[src/rtl/hpc_pkg.sv]
// Shared encodings for the HPC counter-bank access controller.
package hpc_pkg;

  // Command opcodes carried on req_op
  localparam logic [1:0] HPC_OP_READ      = 2'b00;
  localparam logic [1:0] HPC_OP_CLEAR     = 2'b01;
  localparam logic [1:0] HPC_OP_CLEAR_ALL = 2'b10;
  localparam logic [1:0] HPC_OP_RSVD      = 2'b11;

  // Counter bank layout
  localparam int HPC_NUM_CNT = 6;
  localparam int HPC_IDX_R   = 0;
  localparam int HPC_IDX_I   = 1;
  localparam int HPC_IDX_S   = 2;
  localparam int HPC_IDX_B   = 3;
  localparam int HPC_IDX_U   = 4;
  localparam int HPC_IDX_J   = 5;

  // Controller states
  typedef enum logic [2:0] {
    ST_IDLE  = 3'd0,
    ST_ISSUE = 3'd1,
    ST_WAIT  = 3'd2,
    ST_SWEEP = 3'd3,
    ST_RESP  = 3'd4
  } hpc_state_e;

  // A command is rejected for a reserved opcode or an index past the bank.
  // The index check applies to every opcode, CLEAR_ALL included.
  function automatic logic hpc_cmd_err(input logic [1:0]  op,
                                       input int unsigned idx,
                                       input int unsigned num_cnt);
    return (op == HPC_OP_RSVD) || (idx >= num_cnt);
  endfunction

endpackage

[src/rtl/hpc_rr_arbiter.sv]
// Round-robin arbiter: grants the first valid requester at or after the
// pointer; the pointer moves past the winner whenever a grant is taken.
module hpc_rr_arbiter #(
  parameter int NUM_REQ = 2,
  parameter int PTR_W   = $clog2(NUM_REQ)
) (
  input  logic               clk,
  input  logic               rst_i,
  input  logic               en,
  input  logic [NUM_REQ-1:0] req_valid,
  output logic [NUM_REQ-1:0] grant,
  output logic [PTR_W-1:0]   grant_id,
  output logic               grant_any
);

  logic [PTR_W-1:0] ptr;

  // Two passes: requesters at/after the pointer first, then the wrapped ones
  always_comb begin
    grant     = '0;
    grant_id  = '0;
    grant_any = 1'b0;
    if (en) begin
      for (int i = 0; i < NUM_REQ; i++) begin
        if (!grant_any && req_valid[i] && (i >= int'(ptr))) begin
          grant_any = 1'b1;
          grant_id  = PTR_W'(i);
        end
      end
      for (int i = 0; i < NUM_REQ; i++) begin
        if (!grant_any && req_valid[i]) begin
          grant_any = 1'b1;
          grant_id  = PTR_W'(i);
        end
      end
      if (grant_any) grant = NUM_REQ'(1) << grant_id;
    end
  end

  // Pointer advances to the requester after the winner, wrapping at NUM_REQ-1
  always_ff @(posedge clk or negedge rst_i) begin
    if (!rst_i) begin
      ptr <= '0;
    end else if (grant_any) begin
      ptr <= (grant_id == PTR_W'(NUM_REQ - 1)) ? '0 : grant_id + PTR_W'(1);
    end
  end

endmodule

[src/rtl/hpc_access_ctrl.sv]
// Access controller for the shared HPC counter bank: arbitrates read/clear/
// clear-all commands, drives the single bank port and returns responses.
//
// state    | meaning
// ---------+-----------------------------------------------------------
// ST_IDLE  | no command in flight; arbiter may grant
// ST_ISSUE | one-cycle bank strobe (read or single clear)
// ST_WAIT  | RD_LAT cycles for bank read data, captured on the last one
// ST_SWEEP | clear-all: freeze high, clear idx 0..NUM_CNT-1
// ST_RESP  | response held to granted requester until its rsp_ready
module hpc_access_ctrl
  import hpc_pkg::*;
#(
  parameter int NUM_REQ = 2,
  parameter int NUM_CNT = HPC_NUM_CNT,
  parameter int IDX_W   = 3,
  parameter int RD_LAT  = 1
) (
  input  logic                     clk,
  input  logic                     rst_i,
  input  logic [NUM_REQ-1:0]       req_valid,
  output logic [NUM_REQ-1:0]       req_ready,
  input  logic [2*NUM_REQ-1:0]     req_op,
  input  logic [IDX_W*NUM_REQ-1:0] req_idx,
  output logic [NUM_REQ-1:0]       rsp_valid,
  input  logic [NUM_REQ-1:0]       rsp_ready,
  output logic [31:0]              rsp_data,
  output logic                     rsp_err,
  output logic                     bank_rd_en,
  output logic                     bank_clr,
  output logic [IDX_W-1:0]         bank_idx,
  input  logic [31:0]              bank_rd_data,
  output logic                     hpc_freeze,
  output logic                     busy
);

  localparam int PTR_W = $clog2(NUM_REQ);
  localparam int LAT_W = $clog2(RD_LAT + 1);

  hpc_state_e state, state_nxt;

  logic [NUM_REQ-1:0] grant;
  logic [PTR_W-1:0]   grant_id;
  logic               grant_any;
  logic               arb_en;
  logic [1:0]         sel_op;
  logic [IDX_W-1:0]   sel_idx;
  logic               sel_err;

  logic [1:0]         op_q;
  logic [IDX_W-1:0]   idx_q;
  logic [NUM_REQ-1:0] gnt_q;
  logic               err_q;
  logic [31:0]        data_q;
  logic [LAT_W-1:0]   lat_cnt;
  logic [IDX_W-1:0]   sweep_idx;
  logic               lat_last;
  logic               sweep_last;

  // Grants only from IDLE, and never while reset is held
  assign arb_en = (state == ST_IDLE) && rst_i;

  hpc_rr_arbiter #(
    .NUM_REQ (NUM_REQ),
    .PTR_W   (PTR_W)
  ) u_arb (
    .clk       (clk),
    .rst_i     (rst_i),
    .en        (arb_en),
    .req_valid (req_valid),
    .grant     (grant),
    .grant_id  (grant_id),
    .grant_any (grant_any)
  );

  assign req_ready  = grant;
  assign sel_op     = req_op[{grant_id, 1'b0} +: 2];
  assign sel_idx    = req_idx[grant_id*IDX_W +: IDX_W];
  assign sel_err    = hpc_cmd_err(sel_op, 32'(sel_idx), NUM_CNT);
  assign lat_last   = (lat_cnt == LAT_W'(1));
  assign sweep_last = (sweep_idx == IDX_W'(NUM_CNT - 1));
  assign busy       = (state != ST_IDLE);

  // State register
  always_ff @(posedge clk or negedge rst_i) begin
    if (!rst_i) state <= ST_IDLE;
    else        state <= state_nxt;
  end

  // Command latches, read-latency down-counter and sweep index
  always_ff @(posedge clk or negedge rst_i) begin
    if (!rst_i) begin
      op_q      <= HPC_OP_READ;
      idx_q     <= '0;
      gnt_q     <= '0;
      err_q     <= 1'b0;
      data_q    <= '0;
      lat_cnt   <= '0;
      sweep_idx <= '0;
    end else begin
      if (grant_any) begin
        op_q      <= sel_op;
        idx_q     <= sel_idx;
        gnt_q     <= grant;
        err_q     <= sel_err;
        data_q    <= '0;
        sweep_idx <= '0;
      end
      if (state == ST_ISSUE) lat_cnt <= LAT_W'(RD_LAT);
      if (state == ST_WAIT) begin
        if (lat_last) data_q  <= bank_rd_data;
        else          lat_cnt <= lat_cnt - LAT_W'(1);
      end
      if ((state == ST_SWEEP) && !sweep_last) sweep_idx <= sweep_idx + IDX_W'(1);
    end
  end

  // Next-state and bank/response outputs
  always_comb begin
    state_nxt  = state;
    bank_rd_en = 1'b0;
    bank_clr   = 1'b0;
    bank_idx   = '0;
    hpc_freeze = 1'b0;
    rsp_valid  = '0;
    rsp_data   = '0;
    rsp_err    = 1'b0;
    case (state)
      ST_IDLE: begin
        if (grant_any) begin
          if (sel_err)                         state_nxt = ST_RESP;
          else if (sel_op == HPC_OP_CLEAR_ALL) state_nxt = ST_SWEEP;
          else                                 state_nxt = ST_ISSUE;
        end
      end
      ST_ISSUE: begin
        bank_idx = idx_q;
        if (op_q == HPC_OP_READ) begin
          bank_rd_en = 1'b1;
          state_nxt  = ST_WAIT;
        end else begin
          bank_clr  = 1'b1;
          state_nxt = ST_RESP;
        end
      end
      ST_WAIT: begin
        if (lat_last) state_nxt = ST_RESP;
      end
      ST_SWEEP: begin
        hpc_freeze = 1'b1;
        bank_clr   = 1'b1;
        bank_idx   = sweep_idx;
        if (sweep_last) state_nxt = ST_RESP;
      end
      ST_RESP: begin
        rsp_valid = gnt_q;
        rsp_data  = data_q;
        rsp_err   = err_q;
        if ((rsp_ready & gnt_q) != '0) state_nxt = ST_IDLE;
      end
      default: state_nxt = ST_IDLE;
    endcase
  end

endmodule

[config.mk]
export PLATFORM = sky130hd
export DESIGN_NAME = hpc_access_ctrl
export DESIGN_NICKNAME = d
export VERILOG_FILES = /design/src/rtl/hpc_pkg.sv /design/src/rtl/hpc_rr_arbiter.sv /design/src/rtl/hpc_access_ctrl.sv
export SDC_FILE = /design/constraint.sdc
export NUM_CORES = 1
export LEC_CHECK = 0
export ABC_AREA = 1
export BUFFER_PORTS_ARGS = -buffer_cell sky130_fd_sc_hd__buf_2
export CORE_ASPECT_RATIO = 0.8
export CORE_MARGIN = 3
export CORE_UTILIZATION = 25
export DETAILED_ROUTE_END_ITERATION = 8
export HOLD_SLACK_MARGIN = 0.1
export SYNTH_ARGS = -nofsm -noshare
export SYNTH_HDL_FRONTEND = slang
export SYNTH_SLANG_ARGS = --single-unit
[constraint.sdc]
create_clock -name clk -period 1.3 [get_ports clk]
set_input_delay 0.325 -clock clk [delete_from_list [all_inputs] [get_ports clk]]
set_output_delay 0.325 -clock clk [all_outputs]
set_load 0.02 [all_outputs]
==> impl_metrics.xml, run 1 <==
<?xml version="1.0" encoding="UTF-8"?>
<metrics>
  <group name="synth">
    <metric name="synth-warning-count" unit="">0</metric>
    <metric name="ys_seq_area_share" unit="%">48.00</metric>
    <metric name="synth.cell_area" unit="sq mm">0.002502</metric>
    <metric name="syn_area_per_cell" unit="sq um">7.338</metric>
    <metric name="synthesis_stage_register_bit_count" unit="">48</metric>
    <metric name="synth_nets" unit="">391</metric>
    <metric name="synth_cells" unit="">341</metric>
    <metric name="yosysUniqueCellTypes" unit="">22</metric>
  </group>
  <group name="sta">
    <metric name="postLayoutSetupSlackWorst" unit="ns">-0.4799</metric>
    <metric name="finalHoldViolCount" unit="">0</metric>
    <metric name="post_route_worst_hold_slack" unit="ns">0.2643</metric>
    <metric name="final_count_of_pins_violating_max_slew" unit="">0</metric>
    <metric name="final.min_clock_period" unit="ns">1.780</metric>
    <metric name="tightest_slew_margin_relative_to_the_limit" unit="%">57.91</metric>
    <metric name="fin_tns_setup" unit="ns">-31.42</metric>
    <metric name="timing.fmax" unit="MHz">561.8</metric>
    <metric name="final-setup-viol-count" unit="">92</metric>
    <metric name="min_period_over_period" unit="%">136.9</metric>
    <metric name="finalClockSkew" unit="ns">0.005336</metric>
    <metric name="slew_at_the_pin_closest_to_its_max_slew_limit" unit="ns">0.6314</metric>
    <metric name="unrepaired_setup_endpoints_after_global_routing" unit="">yes</metric>
  </group>
  <group name="run_status">
    <metric name="violations" unit="">negative setup slack</metric>
    <metric name="run_status" unit="">finished with violations</metric>
  </group>
  <group name="setup_path">
    <metric name="crit_path_cell_trace" unit="">buf_6, nor3_4, inv_2, o21ai_2, buf_6</metric>
    <metric name="slowest_library_cell_on_the_worst_path" unit="">dfrtp_1</metric>
    <metric name="worstPathArrival" unit="ns">1.45</metric>
    <metric name="path_class" unit="">flip-flop to output port</metric>
    <metric name="timing.critical_path.from_type" unit="">flip-flop</metric>
    <metric name="critical-path-top-cell-by-count" unit="">buf_6</metric>
    <metric name="setup.worst_path.start" unit="">state[1]$_DFFE_PN0P_</metric>
    <metric name="critPathBufInv" unit="">3</metric>
    <metric name="worstSetupEndpointType" unit="">output port</metric>
    <metric name="worst-path-max-fanout" unit="">3</metric>
    <metric name="crit_required" unit="ns">0.98</metric>
    <metric name="cell_class_contributing_the_biggest_share_of_worst_path_delay" unit="">flip-flops</metric>
    <metric name="crit-reg2reg-launch" unit="">state[1]$_DFFE_PN0P_</metric>
    <metric name="cp_slowest_stage_delay" unit="ns">0.43</metric>
  </group>
  <group name="global_routing">
    <metric name="globalRouteOverflowTotal" unit="">0</metric>
    <metric name="first_pass_grt_wire_length" unit="um">12570</metric>
    <metric name="grt_start_max_net_pins" unit="">49</metric>
    <metric name="gr-usage-all-layers" unit="%">13.96</metric>
    <metric name="first_global_vias" unit="">2624</metric>
    <metric name="grt_antenna_before_repair" unit="">0</metric>
  </group>
  <group name="floorplanning">
    <metric name="top_level_ports" unit="">92</metric>
    <metric name="rows" unit="">32</metric>
    <metric name="floorplan.core_area" unit="sq mm">0.009689</metric>
    <metric name="die-area" unit="sq mm">0.01125</metric>
    <metric name="fp.dieH" unit="um">95.49</metric>
    <metric name="initial_utilization" unit="%">25.83</metric>
    <metric name="die_w" unit="um">117.9</metric>
  </group>
  <group name="clock_tree">
    <metric name="cts_buffers" unit="">5</metric>
    <metric name="cts.sink_count" unit="">48</metric>
    <metric name="cts_max_path_buffers" unit="">2</metric>
    <metric name="skew_pair_late_insertion_delay" unit="ns">0.28</metric>
    <metric name="clock_tree_root_driver_cell" unit="">clkbuf_16</metric>
    <metric name="cts-hold-fix-buffers" unit="">0</metric>
    <metric name="clock_h_tree_levels" unit="">2</metric>
    <metric name="clk_pin_slew" unit="ns">0.07</metric>
    <metric name="tritoncts_clock_tree" unit="">done</metric>
  </group>
  <group name="run">
    <metric name="cap_violations" unit="">0</metric>
  </group>
  <group name="hold_path">
    <metric name="hold_path_class" unit="">input pin to async pin</metric>
  </group>
  <group name="detailed_routing">
    <metric name="antenna_violating_nets_post_route" unit="">0</metric>
    <metric name="detail_route.wirelength" unit="um">8224</metric>
    <metric name="vias_per_cell" unit="">4.438</metric>
    <metric name="post-route-drc-count" unit="">0</metric>
    <metric name="drt_pre_antenna_iters" unit="">5</metric>
    <metric name="vias" unit="">2725</metric>
    <metric name="detailedRoute.firstIterationViolations" unit="">82</metric>
    <metric name="routed_wire_length_per_instance" unit="um">13.39</metric>
  </group>
  <group name="finish">
    <metric name="final_common_cell" unit="">nand3_1</metric>
    <metric name="utilization" unit="%">47.90</metric>
    <metric name="layout-drive-gt1-share" unit="%">53.35</metric>
    <metric name="antenna_cells" unit="">0</metric>
    <metric name="most-common-layout-cells" unit="">nand3_1 (65), buf_6 (63), nand2_1 (48)</metric>
    <metric name="area.growth.synth_to_final" unit="%">85.45</metric>
    <metric name="fin_nets" unit="">528</metric>
  </group>
  <group name="power_and_ir_drop">
    <metric name="power.density" unit="mW/mm^2">1987</metric>
    <metric name="peakVddDrop" unit="mV">0.8791</metric>
    <metric name="leakage" unit="nW">2.242</metric>
  </group>
  <group name="place">
    <metric name="detailedPlace.worstSlack" unit="ns">-0.2330</metric>
    <metric name="place.gp.congestion" unit="">0.8194</metric>
    <metric name="dpl.hpwl" unit="um">5348</metric>
    <metric name="portBuffers" unit="">91</metric>
  </group>
</metrics>
cells by family (layout without fill, tap and decap cells):
logic type	after synthesis	count (layout)	share of synthesized area [%]
AND/OR/NAND/NOR	197	197	34.95
buffers and inverters	72	209	11.15
flip-flops	48	48	48.00
AO/OA/AOI/OAI	22	22	4.900
adder cells (fa/ha/maj)	2	2	0.9998
report_power, final:
part	total, mW	internal [mW]	switching (mW)
sequential	2.60	2.19	0.411
clock	1.63	1.09	0.540
combinational	4.99	2.15	2.84
total	9.22	5.43	3.79
layout make-up:
cell class                 count  area, sq um
clock buffer                   5        125.1
clock inverter                 2        60.06
fill                         925         5049
inverter                      55        214.0
multi-input combinational    221         1511
sequential                    48         1202
tap                          136        170.2
timing repair buffer         147         1358
registers in the layout, indices dropped and copies added, names as in the netlist:
name	cells
sweep_idx	3
data_q	32
lat_cnt	1
idx_q	3
gnt_q	2
op_q	2
err_q	1
u_arb.ptr	1
state	3
timing repair:
item / 4_1_cts / 5_1_grt
setup endpoints to repair: 87 / 92
cloned: 3 / 0
gates resized for setup: 142 / 55
setup buffers: 18 / 2
pin swaps: 12 / 10
metrics by stage:
stage | instances | power [mW] | area [sq um]
CTS | 613 | 8.900 | 4431
global route | 614 | 9.802 | 4641
floorplan | 341 | 5.207 | 2819
detailed placement | 586 | 6.337 | 3626
global placement | 586 | 6.250 | 3626
finish | 614 | 9.219 | 4641
path summary, 6_finish.rpt:
check                                  endpoint  slack (ns)  cells after the start
max                                 bank_idx[0]       -0.48                      5
min                        data_q[22]$_DFF_PN0_        0.26                      2
max reg2reg                state[2]$_DFFE_PN0P_       -0.37                     12
min reg2reg                data_q[22]$_DFF_PN0_        0.50                      2
max in group asynchronous  state[2]$_DFFE_PN0P_        0.57                      2
min in group clk           idx_q[0]$_DFFE_PN0P_        0.27                      3
worst reg2reg max path, cell delays in order (launching register included):
cell	delay, ns
dfrtp_1	0.43
inv_1	0.12
nor2_4	0.05
buf_4	0.13
buf_4	0.12
buf_4	0.12
nand2_2	0.09
nor2_1	0.08
a21oi_2	0.11
nand3_1	0.08
nor2_1	0.15
nand2_1	0.07
nand2_1	0.06
cell usage after synthesis, drive strengths merged:
cell type	count	area, sq um
o21bai	1	7.510
inv	55	206.5
dfrtp	48	1201
nand3b	1	7.510
nand3	66	342.8
ha	2	25.02
nand2	78	292.8
a31oi	3	18.77
a21oi	4	23.77
buf	7	35.03
nor3	1	10.01
o211ai	1	7.510
nor2	49	209.0
o21ai	13	65.06
clkbuf	10	37.54
nand4	2	12.51
routing by layer:
| layer | track usage, % | share of wire [%] | up-vias |
|---|---|---|---|
| li1 | - | - | 1337 |
| met1 | 18.40 | 45 | 1305 |
| met2 | 24.10 | 50 | 76 |
| met3 | 2.728 | 4.5 | 7 |
| met4 | 2.927 | 0.61 | 0 |
| met5 | 0 | 0 | - |
No activity file was read; power rests on OpenSTA's default activity.
==> run 2: changes to the inputs <==
Settings changed: CORE_UTILIZATION 25 to 45, PLACE_DENSITY set to 0.77, SKIP_LAST_GASP set to 1.
==> impl_metrics.xml, run 2 (synthesis gave the netlist of run 1 again) <==
<?xml version="1.0" encoding="UTF-8"?>
<metrics>
  <group name="floorplanning">
    <metric name="rows" unit="">23</metric>
    <metric name="initial_utilization" unit="%">48.31</metric>
    <metric name="fp.dieH" unit="um">72.70</metric>
    <metric name="floorplan.core_area" unit="sq mm">0.005180</metric>
    <metric name="die_w" unit="um">89.38</metric>
    <metric name="top_level_ports" unit="">92</metric>
    <metric name="die-area" unit="sq mm">0.006498</metric>
  </group>
  <group name="run">
    <metric name="cap_violations" unit="">0</metric>
  </group>
  <group name="finish">
    <metric name="largest_register" unit="">data_q</metric>
    <metric name="final_common_cell" unit="">buf_6</metric>
    <metric name="most-common-layout-cells" unit="">buf_6 (61), nand2_1 (56), dfrtp_1 (47), buf_2 (47), inv_1 (46)</metric>
    <metric name="layout-drive-gt1-share" unit="%">55.30</metric>
    <metric name="largest_register_ff_count" unit="">32</metric>
    <metric name="finish.instance_area" unit="sq mm">0.004651</metric>
    <metric name="area.growth.synth_to_final" unit="%">85.85</metric>
    <metric name="fin_nets" unit="">530</metric>
    <metric name="antenna_cells" unit="">0</metric>
  </group>
  <group name="global_routing">
    <metric name="grt_antenna_before_repair" unit="">0</metric>
    <metric name="gr-usage-all-layers" unit="%">23.55</metric>
    <metric name="globalRouteOverflowTotal" unit="">0</metric>
    <metric name="grt_start_max_net_pins" unit="">49</metric>
    <metric name="grt_most_used_layer" unit="">met2</metric>
    <metric name="grt.met1_usage" unit="%">30.17</metric>
    <metric name="grt_util_met2" unit="%">40.07</metric>
    <metric name="first_pass_grt_wire_length" unit="um">11960</metric>
    <metric name="first_global_vias" unit="">2643</metric>
    <metric name="grt_use_met3" unit="%">4.176</metric>
  </group>
  <group name="sta">
    <metric name="final.min_clock_period" unit="ns">1.921</metric>
    <metric name="final_count_of_pins_violating_max_slew" unit="">0</metric>
    <metric name="tightest_slew_margin_relative_to_the_limit" unit="%">58.38</metric>
    <metric name="finalClockSkew" unit="ns">0.01003</metric>
    <metric name="timing.fmax" unit="MHz">520.4</metric>
    <metric name="postLayoutSetupSlackWorst" unit="ns">-0.6215</metric>
    <metric name="min_period_over_period" unit="%">147.8</metric>
    <metric name="finalHoldViolCount" unit="">0</metric>
    <metric name="unrepaired_setup_endpoints_after_global_routing" unit="">yes</metric>
    <metric name="final-setup-viol-count" unit="">91</metric>
    <metric name="post_route_worst_hold_slack" unit="ns">0.1750</metric>
    <metric name="slew_at_the_pin_closest_to_its_max_slew_limit" unit="ns">0.6243</metric>
  </group>
  <group name="setup_path">
    <metric name="cell_class_contributing_the_biggest_share_of_worst_path_delay" unit="">simple AND/OR/NAND/NOR gates</metric>
    <metric name="worstPathArrival" unit="ns">2.13</metric>
    <metric name="crit_required" unit="ns">1.51</metric>
    <metric name="worstSetupEndpointType" unit="">flip-flop</metric>
    <metric name="cp_slowest_stage_delay" unit="ns">0.43</metric>
    <metric name="worst-path-max-fanout" unit="">4</metric>
    <metric name="critical-path-top-cell-by-count" unit="">nand2_1</metric>
    <metric name="crit_path_cell_trace" unit="">nor2_4, buf_12, nand3_4, buf_12, buf_4, inv_2, nand2_4, nand2_4, nand2_4, nand2_2, nand2_2, nand2_1, nand2_1, nand2_1, nand2_1</metric>
    <metric name="path_class" unit="">flip-flop to flip-flop</metric>
    <metric name="critPathBufInv" unit="">4</metric>
    <metric name="slowest_library_cell_on_the_worst_path" unit="">dfrtp_1</metric>
    <metric name="timing.critical_path.from_type" unit="">flip-flop</metric>
  </group>
  <group name="run_status">
    <metric name="run_status" unit="">finished with violations</metric>
    <metric name="violations" unit="">negative setup slack</metric>
  </group>
  <group name="detailed_routing">
    <metric name="antenna_violating_nets_post_route" unit="">0</metric>
    <metric name="vias_per_cell" unit="">5.602</metric>
    <metric name="detailedRoute.firstIterationViolations" unit="">221</metric>
    <metric name="detail_route.wirelength" unit="um">10440</metric>
    <metric name="post-route-drc-count" unit="">0</metric>
    <metric name="routed_wire_length_per_instance" unit="um">19.22</metric>
    <metric name="drt_pre_antenna_iters" unit="">4</metric>
    <metric name="vias" unit="">3042</metric>
  </group>
  <group name="place">
    <metric name="postPlaceCellArea" unit="sq mm">0.003498</metric>
    <metric name="place.gp.congestion" unit="">0.8396</metric>
    <metric name="dpl.hpwl" unit="um">4778</metric>
    <metric name="portBuffers" unit="">91</metric>
  </group>
  <group name="clock_tree">
    <metric name="cts_max_path_buffers" unit="">2</metric>
    <metric name="cts.sink_count" unit="">48</metric>
    <metric name="clock_tree_root_driver_cell" unit="">clkbuf_8</metric>
    <metric name="clock_h_tree_levels" unit="">2</metric>
    <metric name="clk_pin_slew" unit="ns">0.10</metric>
    <metric name="skew_pair_late_insertion_delay" unit="ns">0.31</metric>
    <metric name="tritoncts_clock_tree" unit="">done</metric>
    <metric name="cts_buffers" unit="">5</metric>
  </group>
  <group name="power_and_ir_drop">
    <metric name="leakage" unit="nW">2.258</metric>
    <metric name="peakVddDrop" unit="mV">1.386</metric>
    <metric name="power.density" unit="mW/mm^2">2107</metric>
  </group>
  <group name="hold_path">
    <metric name="hold_path_class" unit="">input pin to async pin</metric>
  </group>
</metrics>
[run 2: cell count changes in the layout (fill, tap and decap cells not counted), moves of 3 or more]
cell / before / now
clkbuf_8: 0 / 5
nand2_1: 48 / 56
nand2_2: 20 / 13
nand3_1: 65 / 45
nand3_2: 0 / 20
nor2_2: 5 / 1
nor2_4: 36 / 39
o21ai_2: 12 / 9
[run 2: worst reg2reg max path: cells and delay by family, from the launching register on]
| kind | cells | cell delay (ns) |
|---|---|---|
| AND/OR/NAND/NOR | 11 | 0.93 |
| flip-flops | 1 | 0.43 |
| buffers and inverters | 4 | 0.46 |
[run 2: layout make-up]
class,count,area (sq um)
Inverter,55,221.5
Clock inverter,3,46.29
Tap cell,62,77.57
Sequential cell,48,1202
Fill cell,235,529.3
Timing Repair Buffer,149,1448
Clock buffer,5,68.82
Multi-Input combinational cell,221,1587
[run 2: through the flow]
stage | util, % | setup slack (ns) | setup TNS, ns | cells | power, mW
6_report | 89.78 | -0.6215 | -38.26 | 543 | 9.797
5_1_grt | 89.78 | -0.6949 | -44.06 | 543 | 10.27
4_1_cts | 77.08 | -0.5079 | -32.30 | 530 | 8.050
3_5_place_dp | 67.54 | -0.2944 | -14.49 | 509 | 6.181
3_3_place_gp | 67.54 | -0.2274 | -11.58 | 509 | 6.070
2_1_floorplan | - | -0.1564 | -5.582 | 341 | 5.207
[run 2: path summary, 6_finish.rpt]
| check | startpoint | endpoint | slack [ns] | cells past startpoint |
|---|---|---|---|---|
| max | state[1]$_DFFE_PN0P_ | state[2]$_DFFE_PN0P_ | -0.62 | 15 |
| min | rst_i | u_arb.ptr$_DFFE_PN0P_ | 0.18 | 2 |
| max reg2reg | state[1]$_DFFE_PN0P_ | state[2]$_DFFE_PN0P_ | -0.62 | 15 |
| min reg2reg | data_q[8]$_DFF_PN0_ | data_q[8]$_DFF_PN0_ | 0.51 | 2 |
| max in group asynchronous | rst_i | state[2]$_DFFE_PN0P_ | 0.68 | 2 |
| min in group clk | bank_rd_data[16] | data_q[16]$_DFF_PN0_ | 0.24 | 3 |
[run 2: power by group]
part / leakage (nW) / switching, mW / internal (mW)
Combinational: 1.57 / 3.35 / 2.61
Sequential: 0.634 / 0.499 / 2.18
Clock: 0.0548 / 0.571 / 0.581
[run 2: metal layers]
layer / wire length (um) / share of wire, % / vias to the layer above
met5: 0 / 0 / -
met4: 478 / 4.6 / 0
met1: 3959 / 38 / 1486
li1: - / - / 1342
met3: 675 / 6.5 / 49
met2: 5322 / 51 / 165
[run 2: what timing repair did]
action / 4_1_cts / 5_1_grt
resized for setup: 77 / 128
hold buffers: 0 / 0
cloned: 2 / 6
endpoints found under the setup margin: 91 / 91
setup buffers: 15 / 13
pin swaps: 12 / 23
==> run 3: changes to the inputs <==
Settings changed: PLACE_DENSITY 0.77 to unset, PLACE_DENSITY_LB_ADDON set to 0.3.
==> impl_metrics.xml, run 3 (synthesis gave the netlist of run 1 again) <==
<?xml version="1.0" encoding="UTF-8"?>
<metrics>
  <group name="detailed_routing">
    <metric name="vias" unit="">3258</metric>
    <metric name="drt_pre_antenna_iters" unit="">7</metric>
    <metric name="post-route-drc-count" unit="">0</metric>
    <metric name="vias_per_cell" unit="">5.860</metric>
    <metric name="routed_wire_length_per_instance" unit="um">21.72</metric>
    <metric name="detailedRoute.firstIterationViolations" unit="">307</metric>
    <metric name="detail_route.wirelength" unit="um">12080</metric>
    <metric name="antenna_violating_nets_post_route" unit="">0</metric>
  </group>
  <group name="power_and_ir_drop">
    <metric name="leakage" unit="nW">2.345</metric>
    <metric name="power_frac_comb" unit="%">63.0</metric>
    <metric name="p_seq_share" unit="%">27.2</metric>
    <metric name="p_switching" unit="mW">4.761</metric>
    <metric name="sw_frac_of_total" unit="%">46.66</metric>
    <metric name="power.density" unit="mW/mm^2">2099</metric>
    <metric name="p_int" unit="mW">5.443</metric>
    <metric name="pwr-share-clk" unit="%">9.7</metric>
    <metric name="peakVddDrop" unit="mV">1.320</metric>
    <metric name="total_power_consumption_of_the_routed_design" unit="mW">10.20</metric>
  </group>
  <group name="sta">
    <metric name="postLayoutSetupSlackWorst" unit="ns">-0.6584</metric>
    <metric name="timing.fmax" unit="MHz">510.6</metric>
    <metric name="min_period_over_period" unit="%">150.6</metric>
    <metric name="final-setup-viol-count" unit="">91</metric>
    <metric name="tightest_slew_margin_relative_to_the_limit" unit="%">57.21</metric>
    <metric name="final.min_clock_period" unit="ns">1.958</metric>
    <metric name="final_count_of_pins_violating_max_slew" unit="">0</metric>
    <metric name="finalClockSkew" unit="ns">0.007251</metric>
    <metric name="finalHoldViolCount" unit="">0</metric>
    <metric name="slew_at_the_pin_closest_to_its_max_slew_limit" unit="ns">0.6418</metric>
    <metric name="post_route_worst_hold_slack" unit="ns">0.1873</metric>
    <metric name="unrepaired_setup_endpoints_after_global_routing" unit="">yes</metric>
  </group>
  <group name="setup_path">
    <metric name="crit-reg2reg-launch" unit="">state[1]$_DFFE_PN0P_</metric>
    <metric name="cp_slowest_stage_delay" unit="ns">0.46</metric>
    <metric name="slowest_library_cell_on_the_worst_path" unit="">dfrtp_2</metric>
    <metric name="worst-path-max-fanout" unit="">4</metric>
    <metric name="setup.worst_path.start" unit="">state[1]$_DFFE_PN0P_</metric>
    <metric name="r2r_cells" unit="">12</metric>
    <metric name="reg2reg_to" unit="">state[2]$_DFFE_PN0P_</metric>
    <metric name="worstSetupEndpointType" unit="">flip-flop</metric>
    <metric name="crit_path_cell_trace" unit="">nor2_4, buf_12, nand3_4, nor2_4, buf_6, buf_6, clkinv_8, a21oi_2, nand3_1, nor2_2, nand2_2, nand2_1</metric>
    <metric name="crit_required" unit="ns">1.55</metric>
    <metric name="worstPathArrival" unit="ns">2.21</metric>
    <metric name="r2r_setup_slack" unit="ns">-0.66</metric>
    <metric name="path_class" unit="">flip-flop to flip-flop</metric>
    <metric name="timing.critical_path.from_type" unit="">flip-flop</metric>
  </group>
  <group name="finish">
    <metric name="layout-drive-gt1-share" unit="%">58.70</metric>
    <metric name="largest_register_ff_count" unit="">32</metric>
    <metric name="antenna_cells" unit="">0</metric>
    <metric name="fin_nets" unit="">543</metric>
    <metric name="final_common_cell" unit="">buf_6</metric>
    <metric name="fill_cells" unit="">164</metric>
    <metric name="sequential_cell_area" unit="sq mm">0.001204</metric>
    <metric name="multi_input_comb_area" unit="sq mm">0.001689</metric>
    <metric name="largest_register" unit="">data_q</metric>
    <metric name="most-common-layout-cells" unit="">buf_6 (66), nand2_1 (50), buf_2 (47)</metric>
    <metric name="finish.instance_area" unit="sq mm">0.004862</metric>
    <metric name="area.growth.synth_to_final" unit="%">94.30</metric>
    <metric name="number_of_standard_cells_in_the_final_layout_excluding_fillers" unit="">556</metric>
  </group>
  <group name="clock_tree">
    <metric name="clk_pin_slew" unit="ns">0.10</metric>
    <metric name="tritoncts_clock_tree" unit="">done</metric>
    <metric name="cts.sink_count" unit="">48</metric>
    <metric name="cts-hold-fix-buffers" unit="">0</metric>
    <metric name="clock_tree_root_driver_cell" unit="">clkbuf_8</metric>
    <metric name="cts_buffers" unit="">5</metric>
    <metric name="clock_h_tree_levels" unit="">2</metric>
    <metric name="cts_max_path_buffers" unit="">2</metric>
    <metric name="skew_pair_late_insertion_delay" unit="ns">0.32</metric>
  </group>
  <group name="global_routing">
    <metric name="gr-usage-all-layers" unit="%">27.98</metric>
    <metric name="globalRouteOverflowTotal" unit="">0</metric>
    <metric name="first_global_vias" unit="">2882</metric>
    <metric name="grt_antenna_before_repair" unit="">0</metric>
    <metric name="first_pass_grt_wire_length" unit="um">13820</metric>
    <metric name="grt_start_max_net_pins" unit="">49</metric>
  </group>
  <group name="floorplanning">
    <metric name="fp.dieH" unit="um">72.70</metric>
    <metric name="rows" unit="">23</metric>
    <metric name="top_level_ports" unit="">92</metric>
    <metric name="die_w" unit="um">89.38</metric>
    <metric name="die-area" unit="sq mm">0.006498</metric>
    <metric name="initial_utilization" unit="%">48.31</metric>
    <metric name="floorplan.core_area" unit="sq mm">0.005180</metric>
  </group>
  <group name="run">
    <metric name="cap_violations" unit="">0</metric>
  </group>
  <group name="place">
    <metric name="detailedPlace.worstSlack" unit="ns">-0.2849</metric>
    <metric name="place.gp.congestion" unit="">0.8470</metric>
    <metric name="postPlaceCellArea" unit="sq mm">0.003521</metric>
    <metric name="portBuffers" unit="">91</metric>
    <metric name="place_inst" unit="">512</metric>
    <metric name="dpl.hpwl" unit="um">5063</metric>
  </group>
  <group name="run_status">
    <metric name="violations" unit="">negative setup slack</metric>
    <metric name="run_status" unit="">finished with violations</metric>
  </group>
  <group name="hold_path">
    <metric name="hold_path_class" unit="">input pin to async pin</metric>
  </group>
</metrics>
-- run 3: cell count changes in the layout (fill, tap and decap cells not counted), moves of 3 or more --
cell | before | now
buf_4 | 26 | 33
nand2_1 | 56 | 50
nand3_1 | 45 | 39
buf_6 | 61 | 66
nand2_4 | 8 | 13
o21ai_2 | 9 | 5
nand3_2 | 20 | 23
nand3_4 | 1 | 4
-- run 3: final cells by class --
cell class	instances	area share [%]
Clock inverter	1	0.1544
Multi-Input combinational cell	221	34.74
Tap cell	62	1.595
Inverter	55	4.606
Sequential cell	48	24.76
Timing Repair Buffer	162	32.37
Clock buffer	7	1.776
-- run 3: worst max path at each step --
stage / endpoint
floorplan: state[2]$_DFFE_PN0P_
global placement: state[2]$_DFFE_PN0P_
detailed placement: state[2]$_DFFE_PN0P_
CTS: rsp_data[6]
global route: op_q[0]$_DFFE_PN0P_
finish: state[2]$_DFFE_PN0P_
-- run 3: worst max-delay path: cells and delay by family, from the launching register on --
family | cells | cell delay, ns
compound gates | 1 | 0.16
buf+inv | 4 | 0.41
simple gates | 7 | 0.85
flops | 1 | 0.46
-- run 3: stage by stage --
step           TNS [ns]  util [%]
6_report         -48.64     93.86
5_1_grt          -51.90     93.86
4_1_cts          -33.92     80.00
3_5_place_dp     -12.62     67.97
3_3_place_gp     -11.30     67.97
2_1_floorplan    -5.582         -
-- run 3: per-layer routing --
layer,vias to the layer above,track usage [%],part of all wire [%]
met5,-,0,0
met4,0,12.56,5.7
met3,80,5.192,9.3
met2,257,47.26,50
met1,1553,34.73,35
li1,1368,-,-
-- run 3: repair_timing --
item,4_1_cts,5_1_grt
pin swaps,9,38
endpoints found under the setup margin,89,91
gates cloned,4,4
gates resized for setup,91,152
buffers inserted,20,23
-- run 3: power by group through the flow --
stage          Sequential (mW)  Combinational [mW]  Clock, mW
2_1_floorplan             2.50                2.71          0
3_3_place_gp              2.56                3.57          0
3_5_place_dp              2.60                3.65          0
4_1_cts                   2.58                4.69      0.961
5_1_grt                   2.84                6.70       1.04
6_report                  2.78                6.43      0.994
